<file path="src/rtl/muldiv_unit.sv">
// Multi-cycle multiply/divide unit for the execute stage. Multiplies complete after MUL_LATENCY
// cycles; divides use a restoring divider and complete WIDTH+1 cycles after the start is accepted.
module muldiv_unit #(
  parameter int WIDTH       = 32,
  parameter int MUL_LATENCY = 2
) (
  input  logic             clk,
  input  logic             reset,
  input  logic             start,
  input  logic [1:0]       op,
  input  logic [WIDTH-1:0] a,
  input  logic [WIDTH-1:0] b,
  input  logic             flush,
  output logic             busy,
  output logic             ok,
  output logic [WIDTH-1:0] hi,
  output logic [WIDTH-1:0] lo
);

  localparam int CW = 7;

  // Handshake: a start is taken only in a cycle where busy=0 and flush=0; the requester holds
  // start until then. ok is a one-cycle pulse marking the cycle in which hi/lo carry a new result.
  typedef enum logic [1:0] {IDLE, MUL, DIV, DIVFIX} state_e;

  state_e               state_q, state_d;
  logic [CW-1:0]        cnt_q, cnt_d;
  logic [2*WIDTH-1:0]   prod_q, prod_d;
  logic [WIDTH-1:0]     rem_q, rem_d, quot_q, quot_d;
  logic [WIDTH-1:0]     dvsr_q, dvsr_d, dvnd_q, dvnd_d;
  logic                 neg_quot_q, neg_quot_d, neg_rem_q, neg_rem_d, dzero_q, dzero_d;
  logic [WIDTH-1:0]     hi_q, hi_d, lo_q, lo_d;
  logic                 ok_q, ok_d;

  logic                 is_signed, a_neg, b_neg;
  logic [2*WIDTH-1:0]   a_ext, b_ext, mul_full;
  logic [WIDTH-1:0]     a_mag, b_mag, quot_fix, rem_fix;
  logic [2*WIDTH-1:0]   step_first, step_next;

  // One restoring step: shift in the next dividend bit, subtract if it fits. Returns {rem, quot}.
  function automatic logic [2*WIDTH-1:0] div_step(input logic [WIDTH-1:0] rem,
                                                  input logic [WIDTH-1:0] quot,
                                                  input logic [WIDTH-1:0] dvsr);
    logic [WIDTH:0] shifted;
    logic [WIDTH:0] diff;
    shifted = {rem, quot[WIDTH-1]};
    diff    = shifted - {1'b0, dvsr};
    if (!diff[WIDTH]) div_step = {diff[WIDTH-1:0], quot[WIDTH-2:0], 1'b1};
    else              div_step = {shifted[WIDTH-1:0], quot[WIDTH-2:0], 1'b0};
  endfunction

  assign is_signed  = ~op[0];
  assign a_neg      = is_signed & a[WIDTH-1];
  assign b_neg      = is_signed & b[WIDTH-1];
  assign a_ext      = {{WIDTH{a_neg}}, a};
  assign b_ext      = {{WIDTH{b_neg}}, b};
  assign mul_full   = a_ext * b_ext;
  assign a_mag      = a_neg ? -a : a;
  assign b_mag      = b_neg ? -b : b;
  assign step_first = div_step('0, a_mag, b_mag);
  assign step_next  = div_step(rem_q, quot_q, dvsr_q);
  assign quot_fix   = neg_quot_q ? -quot_q : quot_q;
  assign rem_fix    = neg_rem_q ? -rem_q : rem_q;

  always_comb begin
    state_d    = state_q;
    cnt_d      = cnt_q;
    prod_d     = prod_q;
    rem_d      = rem_q;
    quot_d     = quot_q;
    dvsr_d     = dvsr_q;
    dvnd_d     = dvnd_q;
    neg_quot_d = neg_quot_q;
    neg_rem_d  = neg_rem_q;
    dzero_d    = dzero_q;
    hi_d       = hi_q;
    lo_d       = lo_q;
    ok_d       = 1'b0;
    case (state_q)
      IDLE: begin
        if (start) begin
          if (!op[1]) begin
            if (MUL_LATENCY == 1) begin
              {hi_d, lo_d} = mul_full;
              ok_d         = 1'b1;
            end else begin
              prod_d  = mul_full;
              cnt_d   = CW'(MUL_LATENCY - 1);
              state_d = MUL;
            end
          end else begin
            // The first quotient bit is produced at acceptance, so cnt counts the remaining steps.
            {rem_d, quot_d} = step_first;
            dvsr_d     = b_mag;
            dvnd_d     = a;
            neg_quot_d = a_neg ^ b_neg;
            neg_rem_d  = a_neg;
            dzero_d    = (b == '0);
            cnt_d      = CW'(WIDTH - 1);
            state_d    = DIV;
          end
        end
      end
      MUL: begin
        if (cnt_q == CW'(1)) begin
          {hi_d, lo_d} = prod_q;
          ok_d         = 1'b1;
          state_d      = IDLE;
        end else begin
          cnt_d = cnt_q - CW'(1);
        end
      end
      DIV: begin
        {rem_d, quot_d} = step_next;
        cnt_d           = cnt_q - CW'(1);
        if (cnt_q == CW'(1)) state_d = DIVFIX;
      end
      DIVFIX: begin
        if (dzero_q) begin
          hi_d = dvnd_q;
          lo_d = '1;
        end else begin
          hi_d = rem_fix;
          lo_d = quot_fix;
        end
        ok_d    = 1'b1;
        state_d = IDLE;
      end
      default: state_d = IDLE;
    endcase
    if (flush) begin
      state_d = IDLE;
      ok_d    = 1'b0;
      hi_d    = hi_q;
      lo_d    = lo_q;
    end
  end

  always_ff @(posedge clk) begin
    if (reset) begin
      state_q    <= IDLE;
      cnt_q      <= '0;
      prod_q     <= '0;
      rem_q      <= '0;
      quot_q     <= '0;
      dvsr_q     <= '0;
      dvnd_q     <= '0;
      neg_quot_q <= 1'b0;
      neg_rem_q  <= 1'b0;
      dzero_q    <= 1'b0;
      hi_q       <= '0;
      lo_q       <= '0;
      ok_q       <= 1'b0;
    end else begin
      state_q    <= state_d;
      cnt_q      <= cnt_d;
      prod_q     <= prod_d;
      rem_q      <= rem_d;
      quot_q     <= quot_d;
      dvsr_q     <= dvsr_d;
      dvnd_q     <= dvnd_d;
      neg_quot_q <= neg_quot_d;
      neg_rem_q  <= neg_rem_d;
      dzero_q    <= dzero_d;
      hi_q       <= hi_d;
      lo_q       <= lo_d;
      ok_q       <= ok_d;
    end
  end

  assign busy = (state_q != IDLE);
  assign ok   = ok_q;
  assign hi   = hi_q;
  assign lo   = lo_q;

endmodule

</file>
<file path="config.mk">
export PLATFORM = sky130hd
export DESIGN_NAME = muldiv_unit
export DESIGN_NICKNAME = d
export VERILOG_FILES = /design/src/rtl/muldiv_unit.sv
export SDC_FILE = /design/constraint.sdc
export NUM_CORES = 2
export LEC_CHECK = 0
export ABC_AREA = 1
export CORE_MARGIN = 2
export CORE_UTILIZATION = 30
export CTS_CLUSTER_DIAMETER = 30
export DETAILED_ROUTE_END_ITERATION = 8
export HOLD_SLACK_MARGIN = 0.06
export PLACE_DENSITY_LB_ADDON = 0.25
export SYNTH_ARGS = -nofsm -noshare
export SYNTH_HDL_FRONTEND = slang
export SYNTH_SLANG_ARGS = --single-unit
</file>
<file path="constraint.sdc">
create_clock -name clk -period 16.72 [get_ports clk]
set_clock_uncertainty 0.1 [all_clocks]
set_input_delay 5.016 -clock clk [delete_from_list [all_inputs] [get_ports clk]]
set_output_delay 5.016 -clock clk [all_outputs]
set_load 0.05 [all_outputs]
</file>
==> impl_metrics.ini <==
[worst_setup_path]
slowest_stage = sky130_fd_sc_hd__fa_1
crit_top_cell = sky130_fd_sc_hd__fa_1
startpoint_type = input pin
critPathArrivalTime_ns = 13.52
cp_slowest_stage_delay_ns = 0.63
critical_path_required_ns = 17.17
endpoint_class_of_the_critical_path = flop
worst-path-max-fanout = 34
critical_path_class = input pin to flop

[hold_path]
worst_hold_path_class = flop to flop

[sta]
setup_ws_ns = 3.65
report.final.setup_viol = 0
finalHoldViolCount = 0
rsz0062_at_grt = no
maxClockFrequency_mhz = 76.5
min_period_ns = 13.07
setup_tns_ns = 0
fin_crit_sh_pct = 78.2
worst-slew-pin-transition_ns = 1.20
timing.max_slew.rel_slack_pct = 20.2
slew_viol_final = 0
fin_worst_hold_slack_ns = 0.343

[grt]
pin_count_of_the_biggest_net_entering_global_routing = 98
globalRouteOverflowTotal = 0
via_count_of_the_first_global_routing_pass = 49900
grt_first_pass_wirelength_um = 315000
track_usage_pct = 21.7
initial_antenna_violation_count = 10

[yosys]
ys.flop_type = sky130_fd_sc_hd__dfxtp_1
yosys.area.top_type = sky130_fd_sc_hd__fa_1
synth.distinct_cells = 59
largest_cells_by_area_after_synthesis = sky130_fd_sc_hd__fa_1, sky130_fd_sc_hd__inv_1, sky130_fd_sc_hd__nand2_1
syn_nets = 8806
ys_ff_latch = 269
synthArstFlopShare_pct = 0
syn_area_per_cell_um2 = 7.61
yosysWarningCount = 0
synthCells = 7354
synthDominantCellAreaShare_pct = 40.3
post_synth_instance_area_um2 = 55900
synth-seq-area-share_pct = 9.63
synth_enable_flop_cells = 0

[finish]
multi_input_gate_area_um2 = 41800
drive_gt1_share_pct = 5.14
sequential_cell_area_um2 = 5390
fillerInstances = 19800
finalNetCount = 8707
area_growth_syn_to_layout_pct = 10.6
postLayoutCellArea_um2 = 61900

[place]
placedInstanceArea_um2 = 59100
place.detailed.hpwl_um = 159000
port_buffers = 135
dpl_worst_slack_ns = 3.06
gpl.final_weighted_congestion = 0.967

[cts]
ctsHtreeMaxLevel = 3
clock_latency_ns = 0.61
cts_inserted_buffers = 77
holdBufCountCts = 0
cts.sink_count = 269
post_cts.repair.setup_buffers = 0
cts_resized = 0
clock_pin_slew_on_the_worst_setup_and_hold_paths_ns = 0.04
clockBufferDepth = 3
root_buf_cell = sky130_fd_sc_hd__clkbuf_16
cts_tree = built

[die]
core_area_um2 = 185000
design.die.area_um2 = 190000
initial_utilization_pct = 30.2
top_level_ports = 136
die_w_um = 436
die_h_um = 436
num_rows = 158

[routing]
drt_iter0_markers = 3684
wirelength_um = 205000
route.detailed.wl_per_inst_um = 20.9
drt_drc_violations_left = 0
antenna_left = 0
drtPass1Iterations = 6
viasPerCell = 4.82
vias = 47200

[flow_run]
timing.max_cap.violations = 0

[status]
status = finished clean
-- cells by family after synthesis --
group / share of synthesized area, %
AOI/OAI and AO/OA: 9.86
adders and majority gates: 46.0
and+or+nand+nor: 16.9
DFF: 9.63
buffers and inverters: 15.6
xor gates and xnor gates: 1.97
-- per-stage QoR --
stage	std cells	utilization [%]
floorplan	7354	-
global placement	9656	31.9
detailed placement	9656	31.9
CTS	9799	33.4
global route	9799	33.4
finish	9802	33.4
-- cells in the final DEF, fill, tap and decap left out, types with 17 or more instances in the layout --
cell                                 n
sky130_fd_sc_hd__a21o_1             21
sky130_fd_sc_hd__a21oi_1           387
sky130_fd_sc_hd__a31oi_1            21
sky130_fd_sc_hd__buf_2              60
sky130_fd_sc_hd__buf_4              85
sky130_fd_sc_hd__clkbuf_16          79
sky130_fd_sc_hd__clkdlybuf4s50_1    75
sky130_fd_sc_hd__clkinv_2           17
sky130_fd_sc_hd__dfxtp_1           269
sky130_fd_sc_hd__fa_1             1126
sky130_fd_sc_hd__ha_1              255
sky130_fd_sc_hd__inv_1            1867
sky130_fd_sc_hd__nand2_1          1584
sky130_fd_sc_hd__nand3_1           159
sky130_fd_sc_hd__nand4_1            44
sky130_fd_sc_hd__nor2_1            374
sky130_fd_sc_hd__nor3_1             32
sky130_fd_sc_hd__o211ai_1           53
sky130_fd_sc_hd__o21a_1             28
sky130_fd_sc_hd__o21ai_0           368
sky130_fd_sc_hd__o21ai_1            17
sky130_fd_sc_hd__o21bai_1           30
sky130_fd_sc_hd__o221ai_1           21
sky130_fd_sc_hd__xnor2_1            51
sky130_fd_sc_hd__xor2_1             75
-- flip-flops by register name, summed over array words and instances, names as in the netlist --
name / count
neg_rem_q: 1
neg_quot_q: 1
rem_q: 32
dvsr_q: 32
prod_q: 64
dzero_q: 1
cnt_q: 7
ok: 1
dvnd_q: 32
quot_q: 32
hi: 32
lo: 32
state_q: 2
-- cells in the mapped netlist (13+ instances only) --
cell                          n
sky130_fd_sc_hd__xor2_1      75
sky130_fd_sc_hd__xnor2_1     51
sky130_fd_sc_hd__o21ai_0    368
sky130_fd_sc_hd__a21o_1      21
sky130_fd_sc_hd__buf_6       14
sky130_fd_sc_hd__o21bai_1    30
sky130_fd_sc_hd__nor3_1      32
sky130_fd_sc_hd__nand3b_1    15
sky130_fd_sc_hd__o21ai_1     17
sky130_fd_sc_hd__inv_1     1870
sky130_fd_sc_hd__or2_2       15
sky130_fd_sc_hd__nand2_1   1585
sky130_fd_sc_hd__buf_2       23
sky130_fd_sc_hd__o21a_1      28
sky130_fd_sc_hd__a221oi_1    14
sky130_fd_sc_hd__nand4_1     44
sky130_fd_sc_hd__nor2_2      16
sky130_fd_sc_hd__o211ai_1    53
sky130_fd_sc_hd__a31oi_1     21
sky130_fd_sc_hd__fa_1      1126
sky130_fd_sc_hd__nor2_4      13
sky130_fd_sc_hd__buf_1       68
sky130_fd_sc_hd__ha_1       256
sky130_fd_sc_hd__a21oi_1    387
sky130_fd_sc_hd__o221ai_1    21
sky130_fd_sc_hd__dfxtp_1    269
sky130_fd_sc_hd__nor2_1     377
sky130_fd_sc_hd__nand3_1    159
sky130_fd_sc_hd__clkbuf_1   283
-- critical path: cells and delay by family --
kind / cells / cell delay (ns)
XOR/XNOR: 1 / 0.31
adder cells (fa/ha/maj): 9 / 4.46
AND/OR/NAND/NOR: 7 / 1.72
buffers and inverters: 8 / 1.67
AO/OA/AOI/OAI: 2 / 0.28
-- worst paths after layout --
| check | from | slack, ns | endpoint | cells past startpoint |
|---|---|---|---|---|
| max | b[1] | 3.65 | prod_q[48] | 27 |
| max reg2reg | quot_q[31] | 12.68 | rem_q[5] | 19 |
| min | dvnd_q[21] | 0.34 | dvnd_q[21] | 2 |
| min reg2reg | dvnd_q[21] | 0.34 | dvnd_q[21] | 2 |
-- final cells by class --
class	instances	share of cell area, %
Antenna cell	3	0.0121
Clock buffer	95	3.44
Clock inverter	48	1.07
Inverter	1887	11.5
Multi-Input combinational cell	4800	67.6
Sequential cell	269	8.70
Tap cell	2480	5.01
Timing Repair Buffer	220	2.73
-- layer usage --
layer	share of wire [%]	global-route usage [%]
met5	0.010	0
met4	3.9	7.11
met3	5.2	2.15
met2	48	37.3
met1	42	28.5
Power is left out: the tool's default activity adds up to more than one toggle a clock period on the data nets, which glitch-free logic cannot reach.
